### config.mk
export PLATFORM = sky130hd
export DESIGN_NAME = activation_layer_seq
export DESIGN_NICKNAME = d
export VERILOG_FILES = /design/src/rtl/nn_pkg.sv /design/src/rtl/activation_unit.sv /design/src/rtl/activation_layer_seq.sv
export SDC_FILE = /design/constraint.sdc
export NUM_CORES = 2
export LEC_CHECK = 0
export ABC_AREA = 1
export ABC_CLOCK_PERIOD_IN_PS = 4500
export BUFFER_PORTS_ARGS = -buffer_cell sky130_fd_sc_hd__buf_2
export CORE_AREA = 2 2 250 252
export CTS_BUF_LIST = sky130_fd_sc_hd__clkbuf_2 sky130_fd_sc_hd__clkbuf_4 sky130_fd_sc_hd__clkbuf_8
export DETAILED_ROUTE_END_ITERATION = 10
export DIE_AREA = 0 0 252 254
export PLACE_DENSITY_LB_ADDON = 0.1
export SLEW_MARGIN = 40
export SYNTH_ARGS = -nofsm -noshare
export SYNTH_HDL_FRONTEND = slang
export SYNTH_SLANG_ARGS = --single-unit
export TNS_END_PERCENT = 20
### constraint.sdc
create_clock -name clk -period 4.5 [get_ports clk]
set_input_delay 0.225 -clock clk [delete_from_list [all_inputs] [get_ports clk]]
set_output_delay 0.225 -clock clk [all_outputs]
set_load 0.02 [all_outputs]
### src/rtl/nn_pkg.sv
// Shared types for the neuron-layer datapath: activation modes and
// the activation sequencer FSM states, plus a small sizing helper.
package nn_pkg;

    typedef enum logic [1:0] {
        ACT_IDENTITY = 2'd0,
        ACT_RELU     = 2'd1,
        ACT_LEAKY    = 2'd2,
        ACT_CLIP     = 2'd3
    } act_mode_e;

    typedef enum logic [1:0] {
        ST_IDLE = 2'd0,
        ST_RUN  = 2'd1,
        ST_DONE = 2'd2
    } act_state_e;

    function automatic int ceil_div(input int a, input int b);
        return (a + b - 1) / b;
    endfunction

endpackage

### src/rtl/activation_unit.sv
// Combinational activation for one signed fixed-point element.
// Ports: x (element in), mode (activation select), y (element out).
module activation_unit
    import nn_pkg::*;
#(
    parameter int               WIDTH      = 32,
    parameter int               LEAK_SHIFT = 3,
    parameter logic [WIDTH-1:0] CLIP_MAX   = WIDTH'(32'h0001_0000)
) (
    input  logic [WIDTH-1:0] x,
    input  logic [1:0]       mode,
    output logic [WIDTH-1:0] y
);

    logic             neg;
    logic             over;
    logic [WIDTH-1:0] leak;

    assign neg  = x[WIDTH-1];
    assign over = $signed(x) > $signed(CLIP_MAX);
    // arithmetic shift floors toward -inf and cannot overflow
    assign leak = WIDTH'($signed(x) >>> LEAK_SHIFT);

    always_comb begin
        y = x;
        unique case (act_mode_e'(mode))
            ACT_IDENTITY: y = x;
            ACT_RELU:     y = neg ? '0 : x;
            ACT_LEAKY:    y = neg ? leak : x;
            ACT_CLIP:     y = neg ? '0 : (over ? CLIP_MAX : x);
            default:      y = x;
        endcase
    end

endmodule

### src/rtl/activation_layer_seq.sv
// Time-multiplexed activation stage: snapshots a vector on act_go,
// runs it through LANES activation units over several beats, then
// pulses act_done and holds the result with act_valid.
// Ports: clk, reset (sync, active low), act_go, act_mode,
//        data_in_array, act_busy, act_done, act_valid, data_out_array.
module activation_layer_seq
    import nn_pkg::*;
#(
    parameter int               NEURON_NB  = 10,
    parameter int               WIDTH      = 32,
    parameter int               LANES      = 4,
    parameter int               LEAK_SHIFT = 3,
    parameter logic [WIDTH-1:0] CLIP_MAX   = WIDTH'(32'h0001_0000)
) (
    input  logic                       clk,
    input  logic                       reset,
    input  logic                       act_go,
    input  logic [1:0]                 act_mode,
    input  logic [WIDTH*NEURON_NB-1:0] data_in_array,
    output logic                       act_busy,
    output logic                       act_done,
    output logic                       act_valid,
    output logic [WIDTH*NEURON_NB-1:0] data_out_array
);

    localparam int VW    = WIDTH * NEURON_NB;
    localparam int BEATS = ceil_div(NEURON_NB, LANES);
    localparam int BW    = (BEATS > 1) ? $clog2(BEATS) : 1;
    localparam logic [BW-1:0] LAST_BEAT = BW'(BEATS - 1);

    act_state_e    state_q, state_d;
    logic [BW-1:0] beat_q, beat_d;
    act_mode_e     mode_q, mode_d;
    logic [VW-1:0] in_q, in_d;
    logic [VW-1:0] out_q, out_d;
    logic          valid_q, valid_d;

    logic [WIDTH-1:0] lane_x [LANES];
    logic [WIDTH-1:0] lane_y [LANES];

    // Lane k sees element beat*LANES+k; lanes past the end see zero
    always_comb begin
        int j;
        for (int k = 0; k < LANES; k++) begin
            j = int'(beat_q) * LANES + k;
            lane_x[k] = '0;
            if (j < NEURON_NB) begin
                lane_x[k] = in_q[j*WIDTH +: WIDTH];
            end
        end
    end

    for (genvar g = 0; g < LANES; g++) begin : g_lane
        activation_unit #(
            .WIDTH      (WIDTH),
            .LEAK_SHIFT (LEAK_SHIFT),
            .CLIP_MAX   (CLIP_MAX)
        ) u_act (
            .x    (lane_x[g]),
            .mode (mode_q),
            .y    (lane_y[g])
        );
    end

    always_comb begin
        int j;
        state_d = state_q;
        beat_d  = beat_q;
        mode_d  = mode_q;
        in_d    = in_q;
        out_d   = out_q;
        valid_d = valid_q;
        unique case (state_q)
            ST_IDLE: begin
                if (act_go) begin
                    in_d    = data_in_array;
                    mode_d  = act_mode_e'(act_mode);
                    beat_d  = '0;
                    valid_d = 1'b0;
                    state_d = ST_RUN;
                end
            end
            ST_RUN: begin
                // gated lanes on the last beat leave their slots alone
                for (int k = 0; k < LANES; k++) begin
                    j = int'(beat_q) * LANES + k;
                    if (j < NEURON_NB) begin
                        out_d[j*WIDTH +: WIDTH] = lane_y[k];
                    end
                end
                if (beat_q == LAST_BEAT) begin
                    beat_d  = '0;
                    state_d = ST_DONE;
                end else begin
                    beat_d = beat_q + BW'(1);
                end
            end
            ST_DONE: begin
                valid_d = 1'b1;
                state_d = ST_IDLE;
            end
            default: state_d = ST_IDLE;
        endcase
    end

    always_ff @(posedge clk) begin
        if (!reset) begin
            state_q <= ST_IDLE;
            beat_q  <= '0;
            mode_q  <= ACT_IDENTITY;
            in_q    <= '0;
            out_q   <= '0;
            valid_q <= 1'b0;
        end else begin
            state_q <= state_d;
            beat_q  <= beat_d;
            mode_q  <= mode_d;
            in_q    <= in_d;
            out_q   <= out_d;
            valid_q <= valid_d;
        end
    end

    assign act_busy       = (state_q == ST_RUN) || (state_q == ST_DONE);
    assign act_done       = (state_q == ST_DONE);
    assign act_valid      = valid_q;
    assign data_out_array = out_q;

endmodule

### After elaboration in Yosys (flattened, before gate mapping)

Cells that the tools add are included.

| word-level totals | value |
|---|---|
| flip-flop bits (word level) | 647 |
| latch bits | 0 |
| memory bits (writable) | 0 |
| ROM bits | 0 |
| input bits | 325 |
| output and inout bits | 323 |
| word-level logic and storage cells | 94 |
| memories kept | 0 |

| cells by class | value |
|---|---|
| $add $sub $neg | 8 |
| multiply operators | 0 |
| divide/modulo/power cells | 0 |
| magnitude comparators | 8 |
| equality and inequality tests | 8 |
| shift operators | 12 |
| multiplexer cells | 43 |
| bitwise gates (word level) | 0 |
| reduce and logical (&&, ||, !) cells | 9 |

Operator list:

| operator | number |
|---|---|
| $mux W320 | 7 |
| $bwmux W320 | 4 |
| $shift A32 B33 Y320 const A | 4 |
| $shiftx A32 B33 Y320 | 4 |
| $shiftx A320 B32 Y32 | 3 |
| $pmux W32 S4 | 4 |
| $mux W32 | 12 |
| $shiftx A320 B10 Y32 | 1 |
| $mux W31 | 8 |
| $gt A32 B18 Y1 const B | 4 |
| $neg A10 Y33 | 3 |
| $neg A9 Y33 | 1 |
| $lt A5 B4 Y1 const B | 3 |
| $add A4 B2 Y5 const B | 2 |
| $eq A2 B2 Y1 const B | 4 |
| $mux W2 | 4 |
| $pmux W2 S2 | 2 |
| $reduce_and A2 Y1 | 4 |
| $add A4 B1 Y5 const B | 1 |
| $eq A2 B1 Y1 const B | 2 |
| $logic_not A2 Y1 | 2 |
| $lt A4 B4 Y1 const B | 1 |
| $ne A2 B2 Y1 const B | 2 |
| $reduce_bool A2 Y1 | 2 |
| other kinds (4) | 4 |

### Logic depth before layout (Yosys ltp)

| depth | value |
|---|---|
| depth after elaboration | 18 |
| depth in mapped cells | 17 |
| depth with buffers taken out | 14 |

### Modules after synthesis

Synthesis repeated with hierarchy kept, for this count alone.

| second synthesis, totals | value |
|---|---|
| cells, all modules | 4536 |
| area, all modules | 30634.4 µm² |

By module, submodules not included:

| module | instances | cells an instance | area each (µm²) | seq. area each (µm²) |
|---|---|---|---|---|
| activation_layer_seq | 1 | 3672 | 26260.2 | 12952.4 |
| activation_unit | 4 | 216 | 1093.5 | 0.0 |

### Worst setup path before layout

No wires, ideal clock.

| timing path | value |
|---|---|
| kind | reg2reg |
| start | register beat_q[0] |
| end | register out_q[57], in the netlist data_out_array[57] |
| setup time | 70 ps |
| arrival time | 3207 ps |
| data required time | 4430 ps |
| slack | 1222 ps |
| stages on the path, launching flop included | 16 |
| buffers on the path | 7 |
| period minus slack after synthesis | 3278 ps |
| path through | dfxtp_1 buf_4 inv_2 buf_2 buf_2 clkbuf_1 clkbuf_1 ha_1 clkbuf_1 inv_2 nor3_1 clkinv_1 nor2_1 clkbuf_1 nand4_1 a21oi_1 |

| between the ends | value |
|---|---|
| word-level cells in the longest chain between the ends | 18 |
| elaborated cells on any way between the ends | 62 |
| those cells by class | add/sub (7); order compare (8); shift (12); mux (35) |

Ends and longest elaborated chain:

| what | line | RTL |
|---|---|---|
| start: declaration | activation_layer_seq.sv:32 | `logic [BW-1:0] beat_q, beat_d;` |
| start signal: assignment | activation_layer_seq.sv:116 | `beat_q <= beat_d;` |
| parallel branches: the longest is 17 deep, another holds $gt A32 B18 Y1 | - |  |
| $mux W320 * | activation_layer_seq.sv:87 | `if (j < NEURON_NB) begin` |
| end signal: assignment | activation_layer_seq.sv:119 | `out_q <= out_d;` |
| end: declaration | activation_layer_seq.sv:35 | `logic [VW-1:0] out_q, out_d;` |

Every way passes the cells marked *. The select of a mux whose other input is x is not followed.
A chain may end at the register's enable or synchronous reset.

### Worst setup path in the final report

| timing path | value |
|---|---|
| start | register beat_q[1] |
| end | register out_q[65], in the netlist data_out_array[65] |

The elaborated chain is that of the path after synthesis.

==> report_table.html <==
<table>
<tr><th>Metric</th><th>Value</th></tr>
<tr><th colspan="2">Yosys</th></tr>
<tr><td>Distinct cell type count after synthesis</td><td>35</td></tr>
<tr><td>Number of instances in the synthesized netlist</td><td>3,934</td></tr>
<tr><td>Cell types occupying the most area after synthesis</td><td>dfxtp_1 (46%), nor2_1 (10%), nand2_1 (9.9%)</td></tr>
<tr><td>Post-synth top area cell</td><td>dfxtp_1</td></tr>
<tr><td>Most used standard cell by instance count after synthesis</td><td>nor2_1</td></tr>
<tr><td>Top flip-flop cell by instance count after synthesis</td><td>dfxtp_1</td></tr>
<tr><td>Share of async-settable or async-resettable flops after synthesis</td><td>0%</td></tr>
<tr><td>Fraction of the yosys area taken by sequential cells</td><td>46.32%</td></tr>
<tr><td>Share of Yosys cell area claimed by the top area cell type</td><td>46.32%</td></tr>
<tr><td>Yosys warnings</td><td>0</td></tr>
<tr><td>Cell area after synthesis</td><td>27,970 um^2</td></tr>
<tr><td>Post-Syn Area per Cell</td><td>7.109 um^2</td></tr>
<tr><td>Number of synthesized flops with an enable pin</td><td>0</td></tr>
<tr><td>List of most frequent post-synthesis cells</td><td>nor2_1 (752), nand2_1 (738), dfxtp_1 (647)</td></tr>
<tr><td>Syn_nets</td><td>4,269</td></tr>
<tr><td>Register bit count reported by yosys</td><td>647</td></tr>
<tr><th colspan="2">Setup path</th></tr>
<tr><td>Maximum fanout along the worst path</td><td>34</td></tr>
<tr><td>End of the worst register-to-register path</td><td>data_out_array[65]$_SDFFE_PN0P_</td></tr>
<tr><td>Startpoint Class</td><td>flop</td></tr>
<tr><td>Worst reg2reg startpoint</td><td>beat_q[1]$_SDFFE_PN0P_</td></tr>
<tr><td>Setup slack, reg-to-reg</td><td>0.84 ns</td></tr>
<tr><td>Depth of the worst register-to-register path</td><td>11</td></tr>
<tr><td>Critical path capture point type</td><td>flop</td></tr>
<tr><td>Setup CP Type</td><td>flop to flop</td></tr>
<tr><td>Data arrival, critical path</td><td>4.30 ns</td></tr>
<tr><td>Data required time of the critical path</td><td>5.14 ns</td></tr>
<tr><th colspan="2">Timing</th></tr>
<tr><td>Max-slew violation count</td><td>0</td></tr>
<tr><td>Final-layout setup total negative slack</td><td>0 ns</td></tr>
<tr><td>RSZ-0062 raised after global routing</td><td>false</td></tr>
<tr><td>Slew at the pin with the worst max-slew slack</td><td>0.8699 ns</td></tr>
<tr><td>Clock skew after layout</td><td>0.02886 ns</td></tr>
<tr><td>Achievable Freq</td><td>273.5 MHz</td></tr>
<tr><td>Period Utilization, post-route</td><td>81.26%</td></tr>
<tr><td>Slew margin rel.</td><td>41.51%</td></tr>
<tr><td>Final setup fails</td><td>0</td></tr>
<tr><td>Final hold violations</td><td>0</td></tr>
<tr><td>Tmin final</td><td>3.657 ns</td></tr>
<tr><th colspan="2">Floorplanning</th></tr>
<tr><td>Height of the die</td><td>254 um</td></tr>
<tr><td>Site row count</td><td>91</td></tr>
<tr><td>Placeable core area</td><td>61,260 um^2</td></tr>
<tr><td>I/O pin count</td><td>648</td></tr>
<tr><td>Die extent in x</td><td>252 um</td></tr>
<tr><td>Starting Density</td><td>45.65%</td></tr>
<tr><td>Total die area</td><td>64,010 um^2</td></tr>
<tr><th colspan="2">CTS</th></tr>
<tr><td>Count of hold-fix buffers inserted at cts</td><td>323</td></tr>
<tr><td>Clock buffer count from CTS</td><td>109</td></tr>
<tr><td>Post-CTS Repair Setup Buffers</td><td>0</td></tr>
<tr><td>Clock sink total</td><td>647</td></tr>
<tr><td>Quantity of gates resized following cts</td><td>0</td></tr>
<tr><td>CTS max path bufs</td><td>3</td></tr>
<tr><td>Clock insertion delay at the later pin of the skew report</td><td>0.71 ns</td></tr>
<tr><td>Clock tree from TritonCTS</td><td>done</td></tr>
<tr><td>H-tree levels</td><td>3</td></tr>
<tr><td>Root buffer cell</td><td>clkbuf_8</td></tr>
<tr><td>Clock transition time at the flip-flop clock pins of the worst setup and hold paths</td><td>0.06 ns</td></tr>
<tr><th colspan="2">Finish</th></tr>
<tr><td>Final-stage net count</td><td>5,073</td></tr>
<tr><td>Fill cell count</td><td>5,739</td></tr>
<tr><td>Syn-to-layout area delta</td><td>32.11%</td></tr>
<tr><td>Share of cells above drive strength 1</td><td>19.16%</td></tr>
<tr><td>Post-route non-filler standard cell count</td><td>5,613</td></tr>
<tr><th colspan="2">Global route</th></tr>
<tr><td>Met1 Track Usage GR</td><td>49.06%</td></tr>
<tr><td>Antenna violations before repair</td><td>13</td></tr>
<tr><td>Met2 Track Usage GR</td><td>51.20%</td></tr>
<tr><td>Most used routing layer in global routing</td><td>met2</td></tr>
<tr><td>Maximum number of pins on one net before global-route repair</td><td>233</td></tr>
<tr><td>Residual overflow from global routing</td><td>0</td></tr>
<tr><td>Via count of the first global-routing pass</td><td>28,590</td></tr>
<tr><td>Total global-route track usage</td><td>34.47%</td></tr>
<tr><td>Met3 Track Usage GR</td><td>6.156%</td></tr>
<tr><td>First-pass GRT wire length</td><td>171,300 um</td></tr>
<tr><th colspan="2">Min path</th></tr>
<tr><td>Worst Hold Class</td><td>input pin to flop</td></tr>
<tr><td>Hold Path End</td><td>in_q[263]$_SDFFE_PN0P_</td></tr>
<tr><td>Number of instances on the worst hold path</td><td>3</td></tr>
<tr><td>Start point of the worst min-delay path</td><td>reset</td></tr>
<tr><th colspan="2">Place</th></tr>
<tr><td>Number of placed instances, taps included</td><td>5,093</td></tr>
<tr><td>Estimated wirelength of the detail-placed design</td><td>77,060 um</td></tr>
<tr><td>IO buf count</td><td>647</td></tr>
<tr><td>Routability Congestion</td><td>0.8972</td></tr>
<tr><th colspan="2">Power and ir drop</th></tr>
<tr><td>Power Density</td><td>419.6 nW/um^2</td></tr>
<tr><td>Peak VDD IR</td><td>0.0002397 V</td></tr>
<tr><td>Leakage</td><td>15.91 nW</td></tr>
<tr><th colspan="2">Run status</th></tr>
<tr><td>Status</td><td>completed</td></tr>
<tr><th colspan="2">Detailed routing</th></tr>
<tr><td>Per-cell via count in the routed design</td><td>5.627</td></tr>
<tr><td>Average routed wire per standard cell</td><td>20.71 um</td></tr>
<tr><td>Starting DRC count in detailed routing</td><td>3,442</td></tr>
<tr><td>Via count</td><td>31,590</td></tr>
<tr><td>Total iterations of the first detailed-routing run</td><td>8</td></tr>
<tr><td>Count of unresolved DRC violations after routing</td><td>0</td></tr>
<tr><td>Antenna-violating nets left</td><td>0</td></tr>
<tr><td>Post-detailed-routing wire length</td><td>116,200 um</td></tr>
<tr><th colspan="2">Job</th></tr>
<tr><td>Maximum Capacitance Violations</td><td>0</td></tr>
</table>
[where the power goes]
part / internal [W] / switching (W) / leakage (nW) / total [W]
combinational: 0.00108 / 0.00235 / 9.38 / 0.00343
clock: 0.00320 / 0.00242 / 1.23 / 0.00562
sequential: 0.00618 / 0.000271 / 5.29 / 0.00645
total: 0.0105 / 0.00504 / 15.9 / 0.0155
[metal layers]
layer | vias to the layer above | part of all wire (%) | wire [um]
met5 | - | 0.023 | 27
met4 | 4 | 4.2 | 4935
met3 | 306 | 9.0 | 10410
met2 | 1623 | 44 | 50570
met1 | 14740 | 43 | 50280
li1 | 14910 | - | -
[cell type report]
| type | instances | area (um^2) | area share (%) |
|---|---|---|---|
| inverters | 69 | 286.5 | 0.7756 |
| multi-input cells | 2887 | 13400 | 36.28 |
| diodes | 12 | 30.03 | 0.08128 |
| clock buffers | 172 | 2167 | 5.866 |
| flip-flops and latches | 647 | 12960 | 35.08 |
| clock inverters | 12 | 147.6 | 0.3996 |
| well taps | 790 | 988.4 | 2.676 |
| repair buffers | 1024 | 6959 | 18.84 |
[how the worst max path moves through the flow]
stage / startpoint / endpoint / slack [ns] / cells past startpoint
CTS: beat_q[1]$_SDFFE_PN0P_ / data_out_array[65]$_SDFFE_PN0P_ / 0.90 / 11
global placement: beat_q[1]$_SDFFE_PN0P_ / data_out_array[99]$_SDFFE_PN0P_ / 0.99 / 9
floorplan: beat_q[0]$_SDFFE_PN0P_ / data_out_array[57]$_SDFFE_PN0P_ / 1.22 / 15
finish: beat_q[1]$_SDFFE_PN0P_ / data_out_array[65]$_SDFFE_PN0P_ / 0.84 / 11
detailed placement: beat_q[1]$_SDFFE_PN0P_ / data_out_array[65]$_SDFFE_PN0P_ / 0.95 / 11
global route: beat_q[1]$_SDFFE_PN0P_ / data_out_array[289]$_SDFFE_PN0P_ / 0.54 / 10
[cells by family (layout without fill, tap and decap cells)]
| group | count (synthesis) | in the layout | share of synthesized area (%) |
|---|---|---|---|
| and+or+nand+nor | 1981 | 1981 | 29.36 |
| AOI/OAI and AO/OA | 896 | 896 | 17.89 |
| DFF | 647 | 647 | 46.32 |
| buffers and inverters | 400 | 1277 | 5.986 |
| adders and majority gates | 10 | 10 | 0.4474 |
| other | 0 | 12 | 0 |
[cell usage in the layout (no fill, tap or decap), types with 2 or more instances in the layout]
cell type	count
nor2_1	744
nand2_1	737
buf_2	646
dfxtp_1	644
nand3_1	385
o21ai_0	364
a21oi_1	361
dlygate4sd3_1	323
clkbuf_8	141
nand4_1	91
inv_1	55
a22oi_1	51
buf_4	48
clkbuf_4	32
o311ai_0	29
o211ai_1	25
o22ai_1	21
o32ai_1	21
diode_2	12
ha_1	10
nor2_2	7
o311ai_1	7
inv_2	6
clkinv_2	6
clkinv_1	5
nor2_4	4
nor3_1	4
a22oi_2	4
buf_12	4
o31ai_1	3
a22o_1	3
a31oi_1	3
bufinv_16	3
inv_12	2
nor3_2	2
a22oi_4	2
nand4_4	2
nor4_2	2
dfxtp_4	2
[registers in the layout (all words and copies together), names as in the netlist]
register / cells
mode_q: 2
data_out_array: 320
state_q: 2
act_valid: 1
beat_q: 2
in_q: 320
[critical path, cell delays in order, from the launching register on]
cell	delay, ns
dfxtp_4	0.49
inv_2	0.46
buf_4	0.43
ha_1	0.69
inv_2	0.07
nor3_1	0.17
clkinv_1	0.08
buf_4	0.27
nor2_2	0.15
buf_4	0.39
nand3_1	0.16
a21oi_1	0.16
[metrics by stage]
step | utilization, % | instance area (um^2) | power [W] | worst slack, ns | hold WS (ns)
detailed placement | 51.15 | 31340 | 0.009662 | 0.9498 | 0.4511
global placement | 51.14 | 31330 | 0.009647 | 0.9933 | 0.4441
finish | 60.31 | 36940 | 0.01550 | 0.8431 | 0.1467
CTS | 60.21 | 36880 | 0.01544 | 0.9033 | 0.1169
global route | 60.31 | 36940 | 0.01616 | 0.5381 | 0.1820
floorplan | - | 27970 | 0.008570 | 1.222 | 0.3917
Power figures use the tool's default switching activity.
